$ cat src/rtl/traffic_pkg.sv
// Shared constants, phase enum and State-to-phase mapping for the
// traffic-light sequencer and its downstream decoder.
package traffic_pkg;

  localparam int NUM_OF_BIT         = 4;
  localparam int YELLOW_LEN         = 2;
  localparam int GREEN_YELLOW_RATIO = 4;

  localparam int GREEN_LEN    = GREEN_YELLOW_RATIO * YELLOW_LEN;
  localparam int YELLOW_FIRST = GREEN_LEN;
  localparam int RED_FIRST    = GREEN_LEN + YELLOW_LEN;
  localparam int STATE_MAX    = (2 ** NUM_OF_BIT) - 1;

  typedef enum logic [1:0] {
    PH_GREEN,
    PH_YELLOW,
    PH_RED
  } phase_e;

  function automatic phase_e phase_of(
    input logic [NUM_OF_BIT-1:0] s
  );
    phase_e ph;
    if (int'(s) < YELLOW_FIRST)
      ph = PH_GREEN;
    else if (int'(s) < RED_FIRST)
      ph = PH_YELLOW;
    else
      ph = PH_RED;
    return ph;
  endfunction

endpackage

$ cat src/rtl/traffic_state_seq_if.sv
// Control/status bundle between the sequencer and its driver.
// TRAFFIC_SEQ_NIGHT_EN adds the night flash-mode request.
interface traffic_state_seq_if
  import traffic_pkg::*;
#(
  parameter int num_of_bit = NUM_OF_BIT
);

  logic                  en;
  logic                  ped_req;
  logic [num_of_bit-1:0] State;
  logic                  step;
  logic                  ped_ack;
`ifdef TRAFFIC_SEQ_NIGHT_EN
  logic                  night;

  modport master (
    output en, ped_req, night,
    input  State, step, ped_ack
  );

  modport slave (
    input  en, ped_req, night,
    output State, step, ped_ack
  );
`else

  modport master (
    output en, ped_req,
    input  State, step, ped_ack
  );

  modport slave (
    input  en, ped_req,
    output State, step, ped_ack
  );
`endif

endinterface

$ cat src/rtl/traffic_state_seq_tick_prescaler.sv
// Clock prescaler: one tick every tick_div enabled cycles.
// Counter holds while en is low.
module tick_prescaler #(
  parameter int tick_div = 15
) (
  input  logic clk,
  input  logic rst_n,
  input  logic en,
  output logic tick
);

  localparam logic [15:0] LAST = 16'(tick_div - 1);

  logic [15:0] div_cnt_q;
  logic [15:0] div_cnt_d;

  assign tick = en && (div_cnt_q == LAST);

  always_comb begin
    div_cnt_d = div_cnt_q;
    if (tick)
      div_cnt_d = '0;
    else if (en)
      div_cnt_d = div_cnt_q + 16'd1;
  end

  always_ff @(posedge clk) begin
    if (!rst_n)
      div_cnt_q <= '0;
    else
      div_cnt_q <= div_cnt_d;
  end

endmodule

$ cat src/rtl/traffic_state_seq.sv
// State sequencer with prescaled stepping and pedestrian green cut.
// TRAFFIC_SEQ_NIGHT_EN enables yellow/red night flashing.
module traffic_state_seq
  import traffic_pkg::*;
#(
  parameter int num_of_bit         = NUM_OF_BIT,
  parameter int green_yellow_ratio = GREEN_YELLOW_RATIO,
  parameter int yellow_len         = YELLOW_LEN,
  parameter int tick_div           = 15,
  parameter int min_green_steps    = 2
) (
  input logic               clk,
  input logic               rst_n,
  traffic_state_seq_if.slave bus
);

  localparam int green_len = green_yellow_ratio * yellow_len;

  localparam logic [num_of_bit-1:0] GREEN_S =
    num_of_bit'(green_len);
  localparam logic [num_of_bit-1:0] MAX_S = '1;
  localparam logic [num_of_bit-1:0] ONE_S =
    num_of_bit'(1);

  logic                  tick;
  logic                  cut;
  logic                  clr;
  logic [num_of_bit-1:0] nxt;

  logic [num_of_bit-1:0] state_q, state_d;
  logic                  step_q, step_d;
  logic                  ack_q, ack_d;
  logic                  pend_q, pend_d;

  tick_prescaler #(
    .tick_div (tick_div)
  ) u_presc (
    .clk   (clk),
    .rst_n (rst_n),
    .en    (bus.en),
    .tick  (tick)
  );

  always_comb begin
    cut = pend_q
       && (int'(state_q) < green_len)
       && (int'(state_q) >= min_green_steps - 1);

    if (cut)
      nxt = GREEN_S;
    else if (state_q == MAX_S)
      nxt = '0;
    else
      nxt = state_q + ONE_S;
`ifdef TRAFFIC_SEQ_NIGHT_EN
    if (bus.night)
      nxt = (state_q != GREEN_S) ? GREEN_S : MAX_S;
`endif

    // entering yellow serves any request, including one on this edge
    clr    = tick && (nxt == GREEN_S);
    pend_d = clr ? 1'b0 : (pend_q | bus.ped_req);
    ack_d  = clr && (pend_q || bus.ped_req);
`ifdef TRAFFIC_SEQ_NIGHT_EN
    if (bus.night) begin
      pend_d = 1'b0;
      ack_d  = 1'b0;
    end
`endif

    state_d = tick ? nxt : state_q;
    step_d  = tick;
  end

  always_ff @(posedge clk) begin
    if (!rst_n) begin
      state_q <= '0;
      step_q  <= 1'b0;
      ack_q   <= 1'b0;
      pend_q  <= 1'b0;
    end else begin
      state_q <= state_d;
      step_q  <= step_d;
      ack_q   <= ack_d;
      pend_q  <= pend_d;
    end
  end

  assign bus.State   = state_q;
  assign bus.step    = step_q;
  assign bus.ped_ack = ack_q;

endmodule

$ cat src/flat_wrapper.sv
// flat-port wrapper written by rule: the top's interface ports become plain ports
module traffic_state_seq_flat import traffic_pkg::*;
#(
  parameter int num_of_bit         = NUM_OF_BIT,
  parameter int green_yellow_ratio = GREEN_YELLOW_RATIO,
  parameter int yellow_len         = YELLOW_LEN,
  parameter int tick_div           = 15,
  parameter int min_green_steps    = 2
)
  (clk, rst_n, bus_en, bus_ped_req, bus_State, bus_step, bus_ped_ack);
  traffic_state_seq_if #(.num_of_bit(num_of_bit)) bus_i ();
  input logic clk;
  input logic rst_n;
  input wire logic [$bits(bus_i.en)-1:0] bus_en;
  input wire logic [$bits(bus_i.ped_req)-1:0] bus_ped_req;
  output wire logic [$bits(bus_i.State)-1:0] bus_State;
  output wire logic [$bits(bus_i.step)-1:0] bus_step;
  output wire logic [$bits(bus_i.ped_ack)-1:0] bus_ped_ack;
  assign bus_i.en = bus_en;
  assign bus_i.ped_req = bus_ped_req;
  assign bus_State = bus_i.State;
  assign bus_step = bus_i.step;
  assign bus_ped_ack = bus_i.ped_ack;
  traffic_state_seq #(.num_of_bit(num_of_bit), .green_yellow_ratio(green_yellow_ratio), .yellow_len(yellow_len), .tick_div(tick_div), .min_green_steps(min_green_steps)) u_core (.clk(clk), .rst_n(rst_n), .bus(bus_i));
endmodule
$ cat config.mk
export PLATFORM = sky130hd
export DESIGN_NAME = traffic_state_seq_flat
export DESIGN_NICKNAME = d
export VERILOG_FILES = /design/src/rtl/traffic_pkg.sv /design/src/rtl/traffic_state_seq_if.sv /design/src/rtl/traffic_state_seq_tick_prescaler.sv /design/src/rtl/traffic_state_seq.sv /design/src/flat_wrapper.sv
export SDC_FILE = /design/constraint.sdc
export NUM_CORES = 1
export LEC_CHECK = 0
export BUFFER_PORTS_ARGS = -buffer_cell sky130_fd_sc_hd__buf_2
export CAP_MARGIN = 40
export CORE_ASPECT_RATIO = 1.1
export CORE_UTILIZATION = 30
export DETAILED_ROUTE_END_ITERATION = 10
export GPL_TIMING_DRIVEN = 1
export PLACE_DENSITY = 0.54
export SETUP_SLACK_MARGIN = 0.02
export SLEW_MARGIN = 20
export SYNTH_ARGS = -nofsm -noshare
export SYNTH_HDL_FRONTEND = slang
export SYNTH_HIERARCHICAL = 1
export SYNTH_SLANG_ARGS = --single-unit
$ cat constraint.sdc
create_clock -name clk -period 3 [get_ports clk]
set_input_delay 0.6 -clock clk [delete_from_list [all_inputs] [get_ports clk]]
set_output_delay 0.6 -clock clk [all_outputs]
set_load 0.01 [all_outputs]
==> results of run 1 <==
metrics by stage:
step / cell area (um2) / instances / worst slack, ns
final: 1300 / 192 / 1.00
after global routing: 1300 / 192 / 0.847
after CTS: 1300 / 192 / 0.980
after detailed placement: 1250 / 188 / 0.937
after global placement: 1250 / 188 / 0.980
after floorplan: 1160 / 132 / 1.12
final cells by class:
type                       count  area (um2)
fill                         407        2380
timing repair buffer          10        52.6
tap                           50        62.6
clock buffer                   4        45.0
sequential                    23         460
multi-input combinational    100         661
inverter                       5        18.8
final timing paths:
path / to / cells past startpoint / slack, ns
worst min-delay path: u_core/u_presc/div_cnt_q[15] / 2 / 0.53
worst max register to register: u_core/u_presc/div_cnt_q[12] / 3 / 1.00
worst min register to register: u_core/u_presc/div_cnt_q[15] / 2 / 0.53
worst max-delay path: u_core/u_presc/div_cnt_q[12] / 3 / 1.00
state kept, by name (all words and copies together), names as in the netlist:
name / count
u_core/bus.State: 4
u_core/bus.step: 1
u_core/u_presc/div_cnt_q: 16
u_core/pend_q: 1
u_core/bus.ped_ack: 1
worst min-delay path, stage by stage, from the launching register on:
cell and delay (ns):
dfxtp_1 0.35, xnor2_1 0.08, nor2_1 0.07
report_power, final:
part           switching, W  internal [W]  total [W]
Clock             0.0000888     0.0000944   0.000183
Combinational     0.0000138    0.00000879  0.0000226
Sequential       0.00000596      0.000309   0.000315
Total              0.000109      0.000412   0.000521
cell usage in the layout (no fill, tap or decap), drive strengths merged, types with 2 or more instances in the layout:
master and count:
dfxtp 23, xnor2 12, nand3 9, o21a 2, nand3b 3, xor2 3
nor2 22, nor2b 2, ha 5, nor4 6, nor3 4, nand2 8
o21ai 3, nand4 8, inv 5, clkbuf 4, buf 10, and2 2
kinds of logic (layout without fill, tap and decap cells):
kind of cell	count (synthesis)	in the layout	share of synthesized area
simple gates	67	67	0.298
buf+inv	9	19	0.0366
xor+xnor	15	15	0.113
fa+ha+maj	5	5	0.0538
compound gates	13	13	0.103
flops	23	23	0.396
routing by layer:
metal | track usage | routed length (um) | vias up
met2 | 0.231 | 1170 | 21
met4 | 0.0250 | 21 | 0
li1 | - | - | 485
met3 | 0.0402 | 85 | 2
met5 | 0 | 0 | -
met1 | 0.151 | 1010 | 463
==> flow_summary.json, run 1 <==
{
  "drt-initial-drc-count": 69,
  "clock-sinks": 23,
  "drt-pass1-iter-count": 4,
  "yosysTopAreaCellShare": 0.396,
  "antenna_found_initial": 0,
  "layout-drive-gt1-share": 0.141,
  "cts_tree": "done",
  "p_total_w": 0.000521,
  "clk-insertion-delay-late_ns": 0.26,
  "clock_skew_ns": 0.00280,
  "ys.warnings.count": 6,
  "cts_buffer_depth": 2,
  "ant_nets": 0,
  "die_w_um": 61.4,
  "yosysSeqAreaShare": 0.396,
  "max_stage_delay_ns": 0.77,
  "io_pins": 10,
  "final_util": 0.353,
  "fp-row-count": 23,
  "synth_area_leaders": "dfxtp_1, xnor2_1, nor2_1",
  "start_util": 0.316,
  "synth_area_per_cell_um2": 8.82,
  "yosysUniqueCellTypes": 32,
  "synth_fp_nets": 141,
  "io_buffers": 9,
  "maxClockFrequency_ghz": 0.501,
  "p_per_area_nw_per_um2": 401,
  "cts_made_buffers": 3,
  "die_h_um": 67.3,
  "hold_class": "register to register",
  "grt_pass1_wl_um": 4020,
  "startpoint": "u_core/u_presc/div_cnt_q[4]",
  "holdWs_ns": 0.533,
  "crit_family": "compound AO/OA/AOI/OAI gates",
  "fp.dieArea_um2": 4130,
  "cts_setup_buffers": 0,
  "layout_min_cycle_time_ns": 2.00,
  "clk_pin_slew_worst_paths_ns": 0.08,
  "setup_viol": 0,
  "synth_most_common_cell": "dfxtp_1",
  "p_leak_nw": 0.436,
  "synthTopCellsByCount": "dfxtp_1, nor2_1, xnor2_1",
  "yosysTopAreaCell": "dfxtp_1",
  "synth_seq_cells": 23,
  "dp_hpwl_um": 1610,
  "crit_fanout": 16,
  "drv_cap": 0,
  "critPathBufInv": 0,
  "core_um2": 3680,
  "place_congestion": 0.780,
  "gr-total-overflow": 0,
  "cp_slowest_cell": "o41ai_4",
  "nets": 152,
  "syn_area_um2": 1160,
  "vdd_drop_max_uv": 281,
  "status": "complete, no violations",
  "cts_resized": 0,
  "postCtsHoldBufs": 0,
  "track_usage": 0.130,
  "post_drt_wl_per_cell_um": 11.9,
  "slew_headroom": 0.439,
  "rsz0062_at_grt": "false",
  "synthCells": 132,
  "via_per_inst": 5.06,
  "fin_crit_sh": 0.666,
  "n_antenna_cell": 0,
  "synth_edf_count": 0,
  "num_vias": 971,
  "grt_max_degree": 17,
  "path_cells": "or4_4 -> o41ai_4 -> nor2_1",
  "ys.flop_type": "dfxtp_1",
  "grt_pass1_vias": 923,
  "wirelength_um": 2290,
  "cp_data_arrival_time_ns": 2.11,
  "clockRootBuffer": "clkbuf_8",
  "slew_viol_final": 0,
  "hp-start": "u_core/u_presc/div_cnt_q[15]",
  "required_ns": 3.11,
  "setup_tns_ns": 0,
  "drc_errors": 0,
  "worstSetupEndpointType": "register",
  "finalHoldViolCount": 0,
  "syn2layout_area_growth_pct": 11.7,
  "htreeDepth": 1,
  "crit_type": "register to register",
  "tightest_slew_ns": 0.839,
  "cp-start-kind": "register",
  "worstReg2RegStart": "u_core/u_presc/div_cnt_q[4]",
  "async_reset_ff_frac": 0
}
No activity file was read; power rests on OpenSTA's default activity.
==> inputs of run 2 (changes only) <==
PLACE_DENSITY = 0.55   (was 0.54)
clock period = 1.6 ns   (was 3 ns; I/O delays follow)
==> flow_summary.json, run 2 (synthesis gave the netlist of run 1 again) <==
{
  "grt_pass1_vias": 1033,
  "final_common_cell": "nor2_1",
  "setup_ws_ns": -0.0877,
  "post_drt_wl_per_cell_um": 12.6,
  "maxClockFrequency_ghz": 0.593,
  "p_per_area_nw_per_um2": 656,
  "grt_pass1_wl_um": 4580,
  "fp-row-count": 23,
  "gr-total-overflow": 0,
  "vdd_drop_max_uv": 602,
  "fin_cells": 214,
  "mostFrequentLayoutCells": "nor2_1, dfxtp_1, buf_4",
  "wirelength_um": 2700,
  "ant_nets": 0,
  "slew_headroom": 0.693,
  "drv_cap": 0,
  "track_usage": 0.147,
  "crit_type": "register to register",
  "clockRootBuffer": "clkbuf_8",
  "clock_skew_ns": 0.00653,
  "worstSetupEndpointType": "register",
  "die_w_um": 61.4,
  "clk-insertion-delay-late_ns": 0.26,
  "holdWs_ns": 0.414,
  "dp_hpwl_um": 1950,
  "cp_data_arrival_time_ns": 1.85,
  "violations": "setup timing",
  "drc_errors": 0,
  "core_um2": 3680,
  "slew_viol_final": 0,
  "layout_min_cycle_time_ns": 1.69,
  "top_register": "u_core/u_presc/div_cnt_q",
  "status": "complete, but fails checks",
  "final.fill_count": 409,
  "required_ns": 1.76,
  "clk_pin_slew_worst_paths_ns": 0.08,
  "crit_fanout": 5,
  "io_pins": 10,
  "cp-start-kind": "register",
  "setup_viol": 20,
  "cts_buffer_depth": 2,
  "drt-pass1-iter-count": 4,
  "num_vias": 1017,
  "postCtsHoldBufs": 0,
  "rsz0062_at_grt": "true",
  "setup_tns_ns": -0.698,
  "cts_tree": "done",
  "via_per_inst": 4.75,
  "place_congestion": 0.847,
  "grt_max_degree": 17,
  "n_antenna_cell": 0,
  "finalHoldViolCount": 0,
  "syn2layout_area_growth_pct": 32.3,
  "layout-drive-gt1-share": 0.317,
  "placed_cells": 210,
  "cts_made_buffers": 3,
  "hold_class": "input port to register",
  "die_h_um": 67.3,
  "io_buffers": 9,
  "start_util": 0.316,
  "nets": 174,
  "antenna_found_initial": 0,
  "tightest_slew_ns": 0.455,
  "clock-sinks": 23,
  "p_leak_nw": 0.569,
  "fin_crit_sh": 1.05,
  "fp.dieArea_um2": 4130,
  "largest_register_ff_count": 16,
  "drt-initial-drc-count": 10,
  "htreeDepth": 1
}
## run 2: final cells by class
| class | count | area [um2] | area share |
|---|---|---|---|
| clock buffers | 3 | 41.3 | 0.0268 |
| clock inverters | 1 | 5.00 | 0.00325 |
| inverters | 5 | 18.8 | 0.0122 |
| multi-input cells | 100 | 697 | 0.453 |
| flip-flops and latches | 23 | 464 | 0.302 |
| well taps | 50 | 62.6 | 0.0407 |
| repair buffers | 32 | 250 | 0.163 |
## run 2: repair_timing
action | in CTS | in global routing
setup buffers | 0 | 1
gates resized for setup | 4 | 4
setup endpoints to repair | 23 | 23
gates cloned | 0 | 0
pin swaps | 5 | 3
## run 2: critical path, cell delays in order (launching register included)
cell,delay [ns]
dfxtp_2,0.33
or4_4,0.55
nor4_4,0.16
buf_6,0.16
nand3b_1,0.15
o21a_1,0.23
## run 2: per-stage QoR
step / utilization / total power, W / cell area [um2] / setup WS, ns
floorplan: - / 0.000637 / 1180 / -0.0230
global placement: 0.395 / 0.000660 / 1460 / -0.136
detailed placement: 0.395 / 0.000663 / 1460 / -0.169
CTS: 0.414 / 0.00102 / 1520 / -0.0855
global route: 0.418 / 0.00105 / 1540 / -0.226
finish: 0.418 / 0.00101 / 1540 / -0.0877
## run 2: per-layer routing
layer,up-vias,part of all wire,global-route usage
li1,528,-,-
met5,-,0,0
met4,0,0.0070,0.0583
met1,474,0.48,0.194
met3,2,0.020,0.0211
met2,13,0.49,0.239
## run 2: power breakdown
| group | internal [W] | leakage, nW | total (W) | switching (W) |
|---|---|---|---|---|
| registers | 0.000579 | 0.188 | 0.000588 | 0.00000824 |
| logic | 0.0000286 | 0.356 | 0.0000636 | 0.0000350 |
| clock network | 0.000174 | 0.0255 | 0.000358 | 0.000184 |
| total | 0.000781 | 0.569 | 0.00101 | 0.000228 |
## run 2: path summary, 6_finish.rpt
path / start / to / slack (ns) / cells past startpoint
min reg2reg: u_core/u_presc/div_cnt_q[1] / u_core/u_presc/div_cnt_q[1] / 0.54 / 2
min: bus_en / u_core/u_presc/div_cnt_q[1] / 0.41 / 3
max reg2reg: u_core/u_presc/div_cnt_q[10] / u_core/pend_q / -0.09 / 5
max: u_core/u_presc/div_cnt_q[10] / u_core/pend_q / -0.09 / 5
==> inputs of run 3 (changes only) <==
CTS_BUF_LIST = sky130_fd_sc_hd__clkbuf_4 sky130_fd_sc_hd__clkbuf_8 sky130_fd_sc_hd__clkbuf_16   (was default)
clock period = 1.45 ns   (was 1.6 ns; I/O delays follow)
==> flow_summary.json, run 3 (synthesis gave the netlist of run 1 again) <==
{
  "finalHoldViolCount": 0,
  "drc_errors": 0,
  "dr.max_layer_used": "met4",
  "grt_pass1_wl_um": 4470,
  "clk_pin_slew_worst_paths_ns": 0.08,
  "gr-total-overflow": 0,
  "layout-drive-gt1-share": 0.341,
  "cts_made_buffers": 3,
  "crit_type": "register to register",
  "max_stage_delay_ns": 0.57,
  "p_leak_nw": 0.578,
  "io_pins": 10,
  "wl_met3_um": 70,
  "tightest_slew_ns": 0.371,
  "worstReg2RegStart": "u_core/u_presc/div_cnt_q[10]",
  "via_per_inst": 4.82,
  "endpoint": "u_core/bus.State[3]",
  "drv_cap": 0,
  "violations": "setup timing",
  "required_ns": 1.65,
  "ant_nets": 0,
  "clock_skew_ns": 0.00431,
  "startpoint": "u_core/u_presc/div_cnt_q[10]",
  "clockRootBuffer": "clkbuf_8",
  "die_h_um": 67.3,
  "drt-pass1-iter-count": 4,
  "design_area_um2": 1560,
  "cp_slowest_cell": "or4_4",
  "wirelength_um": 2630,
  "r2r-end": "u_core/bus.State[3]",
  "postCtsHoldBufs": 0,
  "clock-sinks": 23,
  "critPathBufInv": 1,
  "post_dp_cell_area_um2": 1430,
  "layout.area.seq_um2": 464,
  "hold_class": "input port to register",
  "final.fill_count": 398,
  "holdWs_ns": 0.392,
  "fp-row-count": 23,
  "final_common_cell": "buf_4",
  "drt-initial-drc-count": 35,
  "fin_crit_sh": 1.16,
  "slew_headroom": 0.751,
  "setup_ws_ns": -0.236,
  "rsz0062_at_grt": "true",
  "fp.dieArea_um2": 4130,
  "start_util": 0.316,
  "maxClockFrequency_ghz": 0.593,
  "status": "complete, but fails checks",
  "antenna_found_initial": 0,
  "wl_met1_um": 1140,
  "multi_input_area_um2": 711,
  "nets": 177,
  "slew_viol_final": 0,
  "n_antenna_cell": 0,
  "dp_hpwl_um": 1920,
  "track_usage": 0.143,
  "htreeDepth": 1,
  "cts_buffer_depth": 2,
  "hp-start": "bus_en",
  "clk-insertion-delay-late_ns": 0.26,
  "vdd_drop_max_uv": 364,
  "die_w_um": 61.4,
  "placed_cells": 211,
  "crit_fanout": 7,
  "cp-start-kind": "register",
  "syn2layout_area_growth_pct": 34.4,
  "place_ws_ns": -0.261,
  "layout_min_cycle_time_ns": 1.69,
  "path_depth": 6,
  "mostFrequentLayoutCells": "buf_4, nor2_1, dfxtp_1",
  "route.met2.wl_um": 1400,
  "cts_tree": "done",
  "num_vias": 1046,
  "worst_r2r_path_depth": 6,
  "cp_data_arrival_time_ns": 1.89,
  "place_congestion": 0.870,
  "setup_viol": 23,
  "worstSetupEndpointType": "register",
  "grt_pass1_vias": 1074,
  "core_um2": 3680,
  "grt_max_degree": 13,
  "post_drt_wl_per_cell_um": 12.1,
  "fin_cells": 217,
  "io_buffers": 9,
  "setup_tns_ns": -4.48,
  "top_register": "u_core/u_presc/div_cnt_q",
  "path_cells": "or4_4 -> nor4_4 -> buf_6 -> and2_4 -> nand4_1 -> nand3_1",
  "largest_register_ff_count": 16,
  "crit_family": "simple AND/OR/NAND/NOR gates",
  "rrSetupSlack_ns": -0.24,
  "p_per_area_nw_per_um2": 726
}
run 3: how the worst min path moves through the flow:
| stage | cells past startpoint | end | slack (ns) |
|---|---|---|---|
| final | 3 | u_core/u_presc/div_cnt_q[1] | 0.39 |
| after global routing | 3 | u_core/u_presc/div_cnt_q[1] | 0.39 |
| after CTS | 3 | u_core/u_presc/div_cnt_q[1] | 0.38 |
| after detailed placement | 2 | u_core/u_presc/div_cnt_q[15] | 0.51 |
| after global placement | 2 | u_core/u_presc/div_cnt_q[15] | 0.52 |
| after floorplan | 2 | u_core/u_presc/div_cnt_q[4] | 0.44 |
run 3: metrics by stage:
| stage | total power, W | util |
|---|---|---|
| floorplan | 0.000702 | - |
| finish | 0.00114 | 0.425 |
| detailed placement | 0.000740 | 0.388 |
| global placement | 0.000738 | 0.388 |
| CTS | 0.00115 | 0.412 |
| global route | 0.00118 | 0.425 |
run 3: routing by layer:
layer	global-route usage	vias to the layer above
met5	0	-
met4	0.0417	0
met3	0.0172	2
met2	0.269	15
met1	0.165	498
li1	-	531
run 3: cell type report:
type / instances / area share
clock buffers: 4 / 0.0312
inverters: 5 / 0.0120
multi-input cells: 100 / 0.454
flip-flops and latches: 23 / 0.297
well taps: 50 / 0.0400
repair buffers: 35 / 0.166
run 3: power breakdown:
part,leakage (nW),switching [W],internal (W)
sequential,0.188,0.00000467,0.000639
clock,0.0262,0.000192,0.000214
combinational,0.365,0.0000443,0.0000411
total,0.578,0.000241,0.000895
run 3: worst min-delay path, stage by stage:
cell,delay (ns)
buf_2,0.11
buf_4,0.14
a211oi_1,0.07
run 3: what timing repair did:
item                                    4_1_cts  5_1_grt
resized for setup                            10        6
cloned                                        0        0
endpoints found under the setup margin       23       23
setup buffers                                 0        2
pin swaps                                     3        2
